--- config.mk ---
export PLATFORM = sky130hd
export DESIGN_NAME = alu_arbiter_flat
export DESIGN_NICKNAME = d
export VERILOG_FILES = /design/src/rtl/alu_pkg.sv /design/src/rtl/alu_arbiter_if.sv /design/src/rtl/alu.sv /design/src/rtl/alu_arbiter.sv /design/src/flat_wrapper.sv
export SDC_FILE = /design/constraint.sdc
export NUM_CORES = 1
export LEC_CHECK = 0
export ABC_CLOCK_PERIOD_IN_PS = 6450
export CORE_MARGIN = 2
export CORE_UTILIZATION = 45
export CTS_BUF_LIST = sky130_fd_sc_hd__clkbuf_4 sky130_fd_sc_hd__clkbuf_8
export CTS_CLUSTER_SIZE = 30
export DETAILED_ROUTE_END_ITERATION = 16
export GPL_ROUTABILITY_DRIVEN = 0
export HOLD_SLACK_MARGIN = 0.12
export PLACE_DENSITY = 0.75
export SETUP_SLACK_MARGIN = 0.3
export SLEW_MARGIN = 10
export SYNTH_ARGS = -nofsm -noshare
export SYNTH_HDL_FRONTEND = slang
export SYNTH_HIERARCHICAL = 1
export SYNTH_SLANG_ARGS = --single-unit
--- constraint.sdc ---
create_clock -name clk -period 6.45 [get_ports clk]
set_input_delay 1.6125 -clock clk [delete_from_list [all_inputs] [get_ports clk]]
set_output_delay 1.6125 -clock clk [all_outputs]
set_load 0.02 [all_outputs]
--- src/rtl/alu_pkg.sv ---
// Shared types for the two-requester ALU arbiter: opcodes and FSM states.
// No logic, no latency.
// Imported by the ALU, the arbiter and the bench.
package alu_pkg;

  typedef enum logic [1:0] {
    ADD = 2'b00,
    SUB = 2'b01,
    AND = 2'b10,
    OR  = 2'b11
  } opcode_t;

  typedef enum logic [1:0] {
    IDLE = 2'b00,
    EXEC = 2'b01,
    DONE = 2'b10
  } state_t;

endpackage

--- src/rtl/alu_arbiter_if.sv ---
// Request/response bundle between two requesters, the arbiter and one consumer.
// Pure wiring, no latency.
// Valid/ready on both the request and the response side.
interface alu_arbiter_if #(parameter int N = 4);

  logic [1:0]        req_valid;
  logic [1:0]        req_ready;
  logic [1:0][N-1:0] req_op1;
  logic [1:0][N-1:0] req_op2;
  logic [1:0][1:0]   req_opcode;
  logic              rsp_valid;
  logic              rsp_ready;
  logic [N:0]        rsp_result;
  logic              rsp_id;
  logic              busy;
  logic [7:0]        op_count;

  // Requesters plus response consumer
  modport master (
    output req_valid, req_op1, req_op2, req_opcode, rsp_ready,
    input  req_ready, rsp_valid, rsp_result, rsp_id, busy, op_count
  );

  // Arbiter
  modport slave (
    input  req_valid, req_op1, req_op2, req_opcode, rsp_ready,
    output req_ready, rsp_valid, rsp_result, rsp_id, busy, op_count
  );

endinterface

--- src/rtl/alu.sv ---
// Combinational N-bit ALU with an (N+1)-bit result: add, sub, and, or.
// Zero latency.
// No flow control; the caller registers the result.
module alu
  import alu_pkg::*;
#(
  parameter int N = 4
) (
  input  logic [N-1:0] i_op1,
  input  logic [N-1:0] i_op2,
  input  opcode_t      i_opcode,
  output logic [N:0]   o_result
);

  // Sub wraps modulo 2^(N+1); logic ops leave the top bit at zero
  always_comb begin
    o_result = '0;
    case (i_opcode)
      ADD:     o_result = {1'b0, i_op1} + {1'b0, i_op2};
      SUB:     o_result = {1'b0, i_op1} - {1'b0, i_op2};
      AND:     o_result = {1'b0, i_op1 & i_op2};
      OR:      o_result = {1'b0, i_op1 | i_op2};
      default: o_result = '0;
    endcase
  end

endmodule

--- src/rtl/alu_arbiter.sv ---
// Round-robin arbiter granting one of two requesters a shared ALU, result held until consumed.
// Grant combinational in IDLE; result valid one edge after acceptance; one op per three cycles max.
// Requests are refused while an operation is in flight; the response holds until rsp_ready.
module alu_arbiter
  import alu_pkg::*;
#(
  parameter int N = 4
) (
  input  logic         clk,
  input  logic         rst,
  alu_arbiter_if.slave bus
);

  state_t       r_state;
  state_t       w_next_state;
  logic [1:0]   w_req_ready;
  logic         w_grant_id;
  logic         w_accept;
  logic         w_rsp_hs;
  logic         r_last_grant;
  logic         r_id;
  logic [N-1:0] r_op1;
  logic [N-1:0] r_op2;
  opcode_t      r_opcode;
  logic         r_rsp_valid;
  logic [N:0]   r_rsp_result;
  logic         r_rsp_id;
  logic [7:0]   r_op_count;
  logic [N:0]   w_alu_result;

  // A lone requester wins; on a tie the one not served last time wins
  assign w_grant_id = (bus.req_valid == 2'b11) ? ~r_last_grant : bus.req_valid[1];
  assign w_accept   = |w_req_ready;
  assign w_rsp_hs   = r_rsp_valid & bus.rsp_ready;

  // State register
  always_ff @(posedge clk or posedge rst) begin
    if (rst) r_state <= IDLE;
    else     r_state <= w_next_state;
  end

  // Next state and grant; req_ready is forced low while reset is held
  always_comb begin
    w_next_state = r_state;
    w_req_ready  = 2'b00;
    case (r_state)
      IDLE: begin
        if (|bus.req_valid && !rst) begin
          w_req_ready  = w_grant_id ? 2'b10 : 2'b01;
          w_next_state = EXEC;
        end
      end
      EXEC:    w_next_state = DONE;
      DONE:    if (bus.rsp_ready) w_next_state = IDLE;
      default: w_next_state = IDLE;
    endcase
  end

  // Operand capture on accept, result capture out of EXEC, count on response handshake
  always_ff @(posedge clk or posedge rst) begin
    if (rst) begin
      r_last_grant <= 1'b1;
      r_id         <= 1'b0;
      r_op1        <= '0;
      r_op2        <= '0;
      r_opcode     <= ADD;
      r_rsp_valid  <= 1'b0;
      r_rsp_result <= '0;
      r_rsp_id     <= 1'b0;
      r_op_count   <= 8'd0;
    end else begin
      if (w_accept) begin
        r_op1        <= bus.req_op1[w_grant_id];
        r_op2        <= bus.req_op2[w_grant_id];
        r_opcode     <= opcode_t'(bus.req_opcode[w_grant_id]);
        r_id         <= w_grant_id;
        r_last_grant <= w_grant_id;
      end
      if (r_state == EXEC) begin
        r_rsp_valid  <= 1'b1;
        r_rsp_result <= w_alu_result;
        r_rsp_id     <= r_id;
      end else if (w_rsp_hs) begin
        r_rsp_valid <= 1'b0;
        r_op_count  <= r_op_count + 8'd1;
      end
    end
  end

  alu #(.N(N)) u_alu (
    .i_op1    (r_op1),
    .i_op2    (r_op2),
    .i_opcode (r_opcode),
    .o_result (w_alu_result)
  );

  assign bus.req_ready  = w_req_ready;
  assign bus.rsp_valid  = r_rsp_valid;
  assign bus.rsp_result = r_rsp_result;
  assign bus.rsp_id     = r_rsp_id;
  assign bus.busy       = (r_state != IDLE);
  assign bus.op_count   = r_op_count;

endmodule

--- src/flat_wrapper.sv ---
// flat-port wrapper written by rule: the top's interface ports become plain ports
module alu_arbiter_flat import alu_pkg::*;
#(
  parameter int N = 4
)
  (clk, rst, bus_req_valid, bus_req_op1, bus_req_op2, bus_req_opcode, bus_rsp_ready, bus_req_ready, bus_rsp_valid, bus_rsp_result, bus_rsp_id, bus_busy, bus_op_count);
  alu_arbiter_if #(.N(N)) bus_i ();
  input  logic clk;
  input  logic rst;
  input wire logic [$bits(bus_i.req_valid)-1:0] bus_req_valid;
  input wire logic [$bits(bus_i.req_op1)-1:0] bus_req_op1;
  input wire logic [$bits(bus_i.req_op2)-1:0] bus_req_op2;
  input wire logic [$bits(bus_i.req_opcode)-1:0] bus_req_opcode;
  input wire logic [$bits(bus_i.rsp_ready)-1:0] bus_rsp_ready;
  output wire logic [$bits(bus_i.req_ready)-1:0] bus_req_ready;
  output wire logic [$bits(bus_i.rsp_valid)-1:0] bus_rsp_valid;
  output wire logic [$bits(bus_i.rsp_result)-1:0] bus_rsp_result;
  output wire logic [$bits(bus_i.rsp_id)-1:0] bus_rsp_id;
  output wire logic [$bits(bus_i.busy)-1:0] bus_busy;
  output wire logic [$bits(bus_i.op_count)-1:0] bus_op_count;
  assign bus_i.req_valid = bus_req_valid;
  assign bus_i.req_op1 = bus_req_op1;
  assign bus_i.req_op2 = bus_req_op2;
  assign bus_i.req_opcode = bus_req_opcode;
  assign bus_i.rsp_ready = bus_rsp_ready;
  assign bus_req_ready = bus_i.req_ready;
  assign bus_rsp_valid = bus_i.rsp_valid;
  assign bus_rsp_result = bus_i.rsp_result;
  assign bus_rsp_id = bus_i.rsp_id;
  assign bus_busy = bus_i.busy;
  assign bus_op_count = bus_i.op_count;
  alu_arbiter #(.N(N)) u_core (.clk(clk), .rst(rst), .bus(bus_i));
endmodule
==> summary.txt <==
CTS
  • CTS Buffer Depth: 2
  • H-tree depth: 2
  • Worst skew pair latency: 0.33 ns
  • Worst-path clk slew: 0.09 ns
  • Post-cts sizing count: 0
  • Clock Tree Root: clkbuf_4
  • Hold Buf Count CTS: 0
  • CTS tree: built
  • Num CTS Buffers: 5
  • Clock sinks: 29
  • Post-CTS setup buffers: 0

Drt
  • DRC Markers: 0
  • Routed vias: 1324
  • Antenna Nets Post-Route: 0
  • DR WL/cell: 13.6 µm
  • Drt first pass iters: 4
  • WL final: 3520 µm
  • Vias/cell: 5.13
  • DRT iter0 DRCs: 30

Timing
  • Rel. slew slack: 27.6%
  • Final period util: 79.6%
  • Min Tclk post-route: 5.13 ns
  • RSZ-0062 raised after global routing: no
  • Tightest Pin Transition: 1.08 ns
  • Max frequency: 0.195 GHz
  • Max Clock Skew: 0.00405 ns
  • Max Slew Vio Count: 0
  • Setup_tns: 0 ns
  • Final setup vio count: 0
  • Final WS setup: 1.32 ns
  • Fin. Hold Viols: 0

Power
  • Power per cell area: 479 mW/mm²
  • Clk pwr share: 15.8%
  • Leakage dissipation: 0.000932 µW
  • Max VDD drop: 0.185 mV
  • Switching power: 399 µW
  • Sw frac: 39.7%
  • Sequential Power Share: 33.2%
  • Design internal power: 606 µW
  • Comb power frac: 51.1%
  • Total power: 1000 µW

GRT
  • Initial antenna violation count: 0
  • Number of global-route vias before repair: 1351
  • First-pass GRT wire length: 5950 µm
  • GRT overflow: 0
  • Largest net degree at the start of global routing: 30
  • Global router's overall resource usage: 19.2%

Die
  • Initial core utilization: 46.9%
  • I/O pin cnt: 43
  • Core Box Area: 0.00336 mm²
  • Row count: 21
  • Floorplan die height: 63.2 µm
  • Full die area: 0.00400 mm²
  • Die width: 63.2 µm

Finish
  • Most common cell after layout, fill and taps aside: clkdlybuf4s50_1
  • Fillers: 317
  • # nets final: 245
  • Area Growth Syn to Fin: 32.8%
  • Most frequent cells in the layout: clkdlybuf4s50_1, nand2_1, dfrtp_1
  • N_diodes: 0
  • Post-layout util: 62.4%
  • Post-Layout Cell Count: 258
  • Share of layout cells above drive strength 1: 6.60%

Synth
  • Synthesis-stage register bit count: 29
  • Syn. warnings: 6
  • Synth top area share: 44.4%
  • Mapped Nets: 204
  • Async SR Flop Fraction: 100%
  • Top FF cell, synth: dfrtp_1
  • Synth Instances: 170
  • Syn Std Cell Area: 0.00158 mm²
  • Most area-hungry cell type in the Yosys netlist: dfrtp_1
  • Distinct cells, synth: 32
  • Synth area leaders: dfrtp_1, nand2_1, ha_1, a21oi_1, xnor2_1
  • Post-synthesis sequential area ratio: 46.0%
  • Avg Inst Size Synth: 9.29 µm²
  • EDFF count, synth: 0

Critical path
  • Most used cell, CP: clkdlybuf4s50_1
  • Flop-to-flop setup slack: 4.06 ns
  • RR Startpoint: u_core/r_opcode[1]
  • Crit path max-delay cell type: o21ai_1
  • CP peak stage delay: 0.60 ns
  • CP endpoint kind: output pin
  • Crit path depth: 5
  • Worst R2R Path Depth: 10
  • CP required: 4.84 ns
  • Worst r2r dst: u_core/bus.rsp_result[4]
  • Cell family with the largest share of critical-path delay: buffers and inverters
  • CP startpoint kind: primary input
  • Crit path DAT: 3.52 ns
  • CP Class: in -> out
  • Critical path, cell by cell: clkdlybuf4s50_1, inv_1, o21ai_1, nor3_1, clkdlybuf4s50_1
  • Worst Setup SP: bus_req_valid[1]
  • Worst setup path endpoint: bus_req_ready[0]
  • Critical path fanouts, max: 11
  • WP buf/inv: 3

Run status
  • Status: finished, final reports clean

Flow run
  • Max-cap violations: 0

Place
  • Port bufs: 42
  • Placed Cells: 250
  • DP HPWL: 2720 µm
  • Place WS: 1.34 ns

Hold path
  • Worst Hold Class: reg -> reg
-- stage by stage --
stage / cell area, µm² / hold slack [ns]
floorplan: 1580 / 0.440
global placement: 2010 / 0.458
detailed placement: 2010 / 0.462
CTS: 2100 / 0.479
global route: 2100 / 0.501
finish: 2100 / 0.473
-- worst min path at each step --
| stage | depth (start not counted) | slack (ns) | from | to |
|---|---|---|---|---|
| after floorplan | 2 | 0.44 | u_core/r_id | u_core/bus.rsp_id |
| after global placement | 2 | 0.46 | u_core/bus.rsp_result[2] | u_core/bus.rsp_result[2] |
| after detailed placement | 2 | 0.46 | u_core/bus.rsp_result[0] | u_core/bus.rsp_result[0] |
| after CTS | 1 | 0.48 | u_core/bus.op_count[7] | u_core/bus.op_count[7] |
| after global routing | 1 | 0.50 | u_core/bus.op_count[7] | u_core/bus.op_count[7] |
| final | 1 | 0.47 | u_core/bus.op_count[7] | u_core/bus.op_count[7] |
-- metal layers --
layer,vias to the layer above,GRT usage [%],part of all wire [%],routed length (µm)
li1,658,-,-,-
met5,-,0,0,0
met1,616,21.8,42,1490
met2,43,34.0,51,1790
met3,7,5.54,4.9,172
met4,0,7.34,1.8,63
-- logic make-up after synthesis --
logic type	count (synthesis)	share of synthesized area [%]
muxes	3	2.38
and+or+nand+nor	64	18.7
buffers and inverters	16	4.99
adders and majority gates	11	8.88
AOI/OAI and AO/OA	37	13.5
xor gates and xnor gates	10	5.55
DFF	29	46.0
-- power groups by stage --
stage | Sequential (µW) | Clock (µW) | Combinational, µW
3_3_place_gp | 333 | 0 | 482
6_report | 333 | 158 | 513
2_1_floorplan | 355 | 0 | 325
4_1_cts | 333 | 162 | 511
5_1_grt | 347 | 171 | 566
3_5_place_dp | 337 | 0 | 507
-- layout make-up --
class | instances | area (µm²) | share of cell area (%)
inverter | 8 | 30.0 | 1.43
clock buffer | 7 | 58.8 | 2.80
timing repair buffer | 42 | 420 | 20.0
clock inverter | 1 | 30.0 | 1.43
multi-input combinational | 125 | 773 | 36.9
sequential | 29 | 727 | 34.7
tap | 46 | 57.6 | 2.74
-- synth_stat cells (2+ instances only) --
cell / n
dfrtp_1: 28
nand2_1: 28
nor2_1: 16
a21oi_1: 15
o22ai_1: 10
ha_1: 8
inv_1: 8
xnor2_1: 8
nor2b_1: 4
nor3_1: 4
o21a_1: 4
o21ai_0: 4
and3_1: 3
buf_2: 3
clkbuf_1: 3
nand4_1: 3
a31oi_1: 2
buf_6: 2
maj3_1: 2
mux2_2: 2
xor2_1: 2
-- registers in the layout, summed over array words and instances (netlist names) --
signal,count
u_core/r_last_grant,1
u_core/bus.rsp_result,5
u_core/r_op1,4
u_core/r_opcode,2
u_core/bus.op_count,8
u_core/bus.rsp_id,1
u_core/bus.rsp_valid,1
u_core/r_id,1
u_core/r_state,2
u_core/r_op2,4
Note: power is estimated with default switching activity, not from simulation.
